`config.mk`:
```
export PLATFORM = sky130hd
export DESIGN_NAME = imem_arbiter
export DESIGN_NICKNAME = d
export VERILOG_FILES = /design/src/rtl/imem_arbiter.sv
export SDC_FILE = /design/constraint.sdc
export NUM_CORES = 1
export LEC_CHECK = 0
export CELL_PAD_IN_SITES_DETAIL_PLACEMENT = 0
export CELL_PAD_IN_SITES_GLOBAL_PLACEMENT = 1
export CORE_UTILIZATION = 24
export CTS_BUF_LIST = sky130_fd_sc_hd__clkbuf_2
export DETAILED_ROUTE_END_ITERATION = 12
export GPL_TIMING_DRIVEN = 0
export PLACE_DENSITY_LB_ADDON = 0.12
export SLEW_MARGIN = 30
export SYNTH_ARGS = -nofsm -noshare
export SYNTH_HDL_FRONTEND = slang
export SYNTH_SLANG_ARGS = --single-unit
```
`constraint.sdc`:
```
create_clock -name clk -period 1.34 [get_ports clk]
set_input_delay 0.134 -clock clk [delete_from_list [all_inputs] [get_ports clk]]
set_output_delay 0.134 -clock clk [all_outputs]
set_load 0.02 [all_outputs]
```
`src/rtl/imem_arbiter.sv`:
```
// Two-port arbiter for a single-port synchronous instruction memory: CPU fetch (read-only)
// and program loader (read/write), with round-robin plus bounded loader lock priority.
module imem_arbiter #(
   parameter int unsigned DEPTH    = 1024,
   parameter int unsigned ADDR_W   = 10,
   parameter int unsigned LOCK_MAX = 8
) (
   input  logic              clk,
   input  logic              rst_n,
   // fetch port
   input  logic              f_req,
   input  logic [31:0]       f_addr,
   output logic              f_gnt,
   output logic              f_rvalid,
   output logic [31:0]       f_rdata,
   output logic              f_err,
   // loader port
   input  logic              l_req,
   input  logic              l_we,
   input  logic [31:0]       l_addr,
   input  logic [31:0]       l_wdata,
   input  logic              l_lock,
   output logic              l_gnt,
   output logic              l_rvalid,
   output logic [31:0]       l_rdata,
   output logic              l_err,
   // memory port
   output logic              m_en,
   output logic              m_we,
   output logic [ADDR_W-1:0] m_addr,
   output logic [31:0]       m_wdata,
   input  logic [31:0]       m_rdata
);

   localparam int unsigned CntW = $clog2(LOCK_MAX + 1);
   localparam logic OwnF = 1'b0;
   localparam logic OwnL = 1'b1;

   logic            last_owner_q, last_owner_d;
   logic [CntW-1:0] lock_cnt_q, lock_cnt_d;
   logic            rsp_vld_q, rsp_vld_d;
   logic            rsp_own_q, rsp_own_d;
   logic            rsp_err_q, rsp_err_d;
   logic            rsp_we_q, rsp_we_d;
   logic [31:0]     f_rdata_q, l_rdata_q;
   logic            f_err_q, l_err_q;

   logic            f_acc_err, l_acc_err, lock_ok;
   logic [31:0]     rsp_data;
   logic            unused_lo;

   // Loader byte offset carries no meaning for word accesses.
   assign unused_lo = ^l_addr[1:0];

   assign f_acc_err = (f_addr[1:0] != 2'b00) || (32'(f_addr[31:2]) >= DEPTH);
   assign l_acc_err = (32'(l_addr[31:2]) >= DEPTH);
   assign lock_ok   = (32'(lock_cnt_q) < LOCK_MAX);

   always_comb begin
      f_gnt = 1'b0;
      l_gnt = 1'b0;
      if (rst_n) begin
         if (f_req && l_req) begin
            if (last_owner_q == OwnL && l_lock && lock_ok) begin
               l_gnt = 1'b1;
            end else if (last_owner_q == OwnL) begin
               f_gnt = 1'b1;
            end else begin
               l_gnt = 1'b1;
            end
         end else begin
            f_gnt = f_req;
            l_gnt = l_req;
         end
      end
   end

   always_comb begin
      m_en    = (f_gnt && !f_acc_err) || (l_gnt && !l_acc_err);
      m_we    = l_gnt && !l_acc_err && l_we;
      m_wdata = l_wdata;
      m_addr  = '0;
      if (f_gnt) begin
         m_addr = f_addr[ADDR_W+1:2];
      end else if (l_gnt) begin
         m_addr = l_addr[ADDR_W+1:2];
      end
   end

   always_comb begin
      last_owner_d = last_owner_q;
      if (f_gnt) begin
         last_owner_d = OwnF;
      end else if (l_gnt) begin
         last_owner_d = OwnL;
      end

      lock_cnt_d = lock_cnt_q;
      if (!f_req || f_gnt) begin
         lock_cnt_d = '0;
      end else if (l_gnt && lock_ok) begin
         lock_cnt_d = lock_cnt_q + 1'b1;
      end

      rsp_vld_d = f_gnt || l_gnt;
      rsp_own_d = l_gnt ? OwnL : OwnF;
      rsp_err_d = f_gnt ? f_acc_err : l_acc_err;
      rsp_we_d  = l_gnt && l_we;
   end

   // Response outputs are live from m_rdata in the response cycle, then held.
   always_comb begin
      rsp_data = (rsp_err_q || rsp_we_q) ? 32'h0 : m_rdata;
      f_rvalid = rst_n && rsp_vld_q && (rsp_own_q == OwnF);
      l_rvalid = rst_n && rsp_vld_q && (rsp_own_q == OwnL);
      f_rdata  = 32'h0;
      f_err    = 1'b0;
      l_rdata  = 32'h0;
      l_err    = 1'b0;
      if (rst_n) begin
         f_rdata = f_rvalid ? rsp_data  : f_rdata_q;
         f_err   = f_rvalid ? rsp_err_q : f_err_q;
         l_rdata = l_rvalid ? rsp_data  : l_rdata_q;
         l_err   = l_rvalid ? rsp_err_q : l_err_q;
      end
   end

   always_ff @(posedge clk) begin
      if (!rst_n) begin
         last_owner_q <= OwnL;
         lock_cnt_q   <= '0;
         rsp_vld_q    <= 1'b0;
         rsp_own_q    <= OwnF;
         rsp_err_q    <= 1'b0;
         rsp_we_q     <= 1'b0;
         f_rdata_q    <= 32'h0;
         f_err_q      <= 1'b0;
         l_rdata_q    <= 32'h0;
         l_err_q      <= 1'b0;
      end else begin
         last_owner_q <= last_owner_d;
         lock_cnt_q   <= lock_cnt_d;
         rsp_vld_q    <= rsp_vld_d;
         rsp_own_q    <= rsp_own_d;
         rsp_err_q    <= rsp_err_d;
         rsp_we_q     <= rsp_we_d;
         f_rdata_q    <= f_rdata;
         f_err_q      <= f_err;
         l_rdata_q    <= l_rdata;
         l_err_q      <= l_err;
      end
   end

endmodule

```
==> results.ini <==
[die]
start_util_pct = 24.7
die_x_um = 122
core_region_area_um2 = 14000
die_h_um = 122
io_pins = 248
rows = 43
dieArea_um2 = 14900

[layout]
post-route-util_pct = 63.0
fillCellCount = 1144
nets = 869
top_regs = f_rdata_q: 32 flops, l_rdata_q: 32 flops, lock_cnt_q: 4 flops
areaGrowthSynthToFinish_pct = 155
diodes = 0
drive_gt1_share_pct = 57.8

[sta]
setup_slack_ns = -0.669
max_slew.worst_pin.slew_ns = 1.06
rsz0062_at_grt = yes
setup_viol = 107
min_period_ns = 2.01
finClkSkew_ns = 0.0252
final_hold_viol_count = 0
fmax_mhz = 498
final-max-slew-violation-count = 0
period_share_pct = 150
max_slew_margin_pct = 29.5

[synth]
syn_avg_cell_area_um2 = 7.89
ys_seq_area_share_pct = 43.4
synth_fp_nets = 573
synth_warnings = 0
synth_cell_types = 35
syn_area_um2 = 3460
yosys_most_used_dff = dfxtp_1
synthCells = 438
ys_seq_elements = 75
async_reset_ff_share_pct = 0
synth_edf_count = 0

[drt]
met3_length_mm = 1.01
wl_mm = 15.0
top_layer = met4
avgViaCountPerCell = 4.84
postRouteAntennaNets = 0
route.vias.total = 4446
drc = 0
dr.pass1.iters = 4
drtIter0Drc = 136
wl_met2_mm = 7.92
wl_per_cell_um = 16.3
wl_met1_mm = 5.88

[grt]
grt_pass1_wl_mm = 20.6
overflow = 0
grt_pass1_vias = 4118
grt_max_degree = 14
antenna_found_initial = 0
grt_use_total_pct = 18.0

[worst_setup_path]
worst-path-buf-inv = 3
arrival_ns = 1.87
cp_max_fo = 5
crit_top_cell = clkbuf_16
worstSetupEndpointType = output pin
crit_chain = nand2_1 -> or2_4 -> clkbuf_16 -> clkbuf_16 -> nand3_4 -> o21ai_4 -> buf_6
path_class = reg -> out
cp.required_ns = 1.21
max_stage_delay_ns = 0.38
slowest_stage = dfxtp_2
r2r_slack_ns = -0.10
critPathTopFamily = buffers and inverters
cp-start-kind = flop

[status]
violations = setup timing
status = finished with violations

[cts]
cts_buffer_depth = 2
cts_tree = yes
h-tree-depth = 3
clk_latency_ns = 0.50
root_buffer = clkbuf_2
clk_pin_slew_worst_paths_ns = 0.21
cts.sinks = 75
numCtsBuffers = 9

[power]
max-vdd-ir-drop_mv = 0.382
p_per_area_nw_per_um2 = 644
p_leak_nw = 3.44

[placed_design]
pre_cts_ws_ns = -1.21
dp_hpwl_mm = 9.66
place_congestion = 0.749
numPortBuffers = 212

[min_path]
hp-class = in -> reg

[run]
maxCapViolCount = 0

[worst paths after layout]
kind,startpoint,end,depth (start not counted)
worst max-delay path,rsp_vld_q$_SDFF_PN0_,f_rdata[23],7
worst min-delay path,f_req,rsp_own_q$_SDFF_PN0_,2
worst max register to register,rsp_vld_q$_SDFF_PN0_,f_rdata_q[21]$_SDFF_PN0_,7
worst min register to register,l_rdata_q[13]$_SDFF_PN0_,l_rdata_q[13]$_SDFF_PN0_,2
[cell type report]
type                            count  area (um2)  area share, %
Sequential cell                    75        1510           17.2
Tap cell                          180         225           2.56
Buffer                             65         712           8.08
Clock buffer                       11        55.1          0.625
Timing Repair Buffer              286        3190           36.2
Inverter                            4        22.5          0.256
Clock inverter                      5        62.6          0.710
Multi-Input combinational cell    293        3030           34.4
[stage by stage]
stage / hold WS (ns) / power, mW / setup TNS (ns) / cell area (um2) / cells
2_1_floorplan: 0.242 / 2.92 / -3.39 / 3470 / 438
3_3_place_gp: 0.465 / 3.58 / -95.04 / 5820 / 830
3_5_place_dp: 0.472 / 3.60 / -96.80 / 5820 / 830
4_1_cts: 0.119 / 5.22 / -50.86 / 6970 / 864
5_1_grt: 0.0472 / 5.93 / -59.20 / 8810 / 919
6_report: 0.0890 / 5.68 / -48.62 / 8810 / 919
[report_power, final]
group	switching (mW)	internal, mW
combinational	0.942	1.11
sequential	0.0453	2.30
clock	0.817	0.455
total	1.80	3.87
[placed cells by master (no fill, tap or decap), types with 25 or more instances in the layout]
cell,synthesis,layout
buf_4,34,69
buf_6,0,98
clkdlybuf4s50_1,0,129
dfxtp_1,75,69
nand3_2,0,25
nand3_4,0,34
o21ai_0,66,33
o21ai_2,0,48
o21ai_4,0,39
[per-layer routing]
| metal | vias to the layer above | global-route usage [%] |
|---|---|---|
| li1 | 2154 | - |
| met1 | 2099 | 20.5 |
| met2 | 176 | 32.6 |
| met3 | 17 | 4.82 |
| met4 | 0 | 5.32 |
| met5 | - | 0 |
[cell usage after synthesis, types with 3 or more instances]
master / number / share of area, %
nor2_1: 5 / 0.54
nor4_1: 11 / 2.0
clkbuf_1: 19 / 2.1
o21ai_1: 66 / 9.6
buf_1: 5 / 0.54
nand2_1: 37 / 4.0
o21ai_0: 66 / 9.6
inv_1: 4 / 0.43
nand4_1: 3 / 0.54
dfxtp_1: 75 / 43
a22o_1: 10 / 2.5
buf_2: 8 / 1.2
buf_4: 34 / 7.4
nand3_1: 69 / 10
[cell families after synthesis]
logic type               count (synthesis)  synth area share, %
AO/OA/AOI/OAI                          150                 23.9
AND/OR/NAND/NOR                        140                 20.2
flip-flops                              75                 43.4
buffers and inverters                   70                 11.6
XOR/XNOR                                 1                0.253
multiplexers                             1                0.290
adder cells (fa/ha/maj)                  1                0.362
[repair_timing]
item | in CTS | in global routing
hold endpoints to repair | 1 | 0
pin swaps | 24 | 89
cloned | 6 | 12
buffers inserted | 11 | 44
hold buffers | 1 | 0
endpoints found under the setup margin | 149 | 112
resized for setup | 616 | 314
Power figures use the tool's default switching activity.
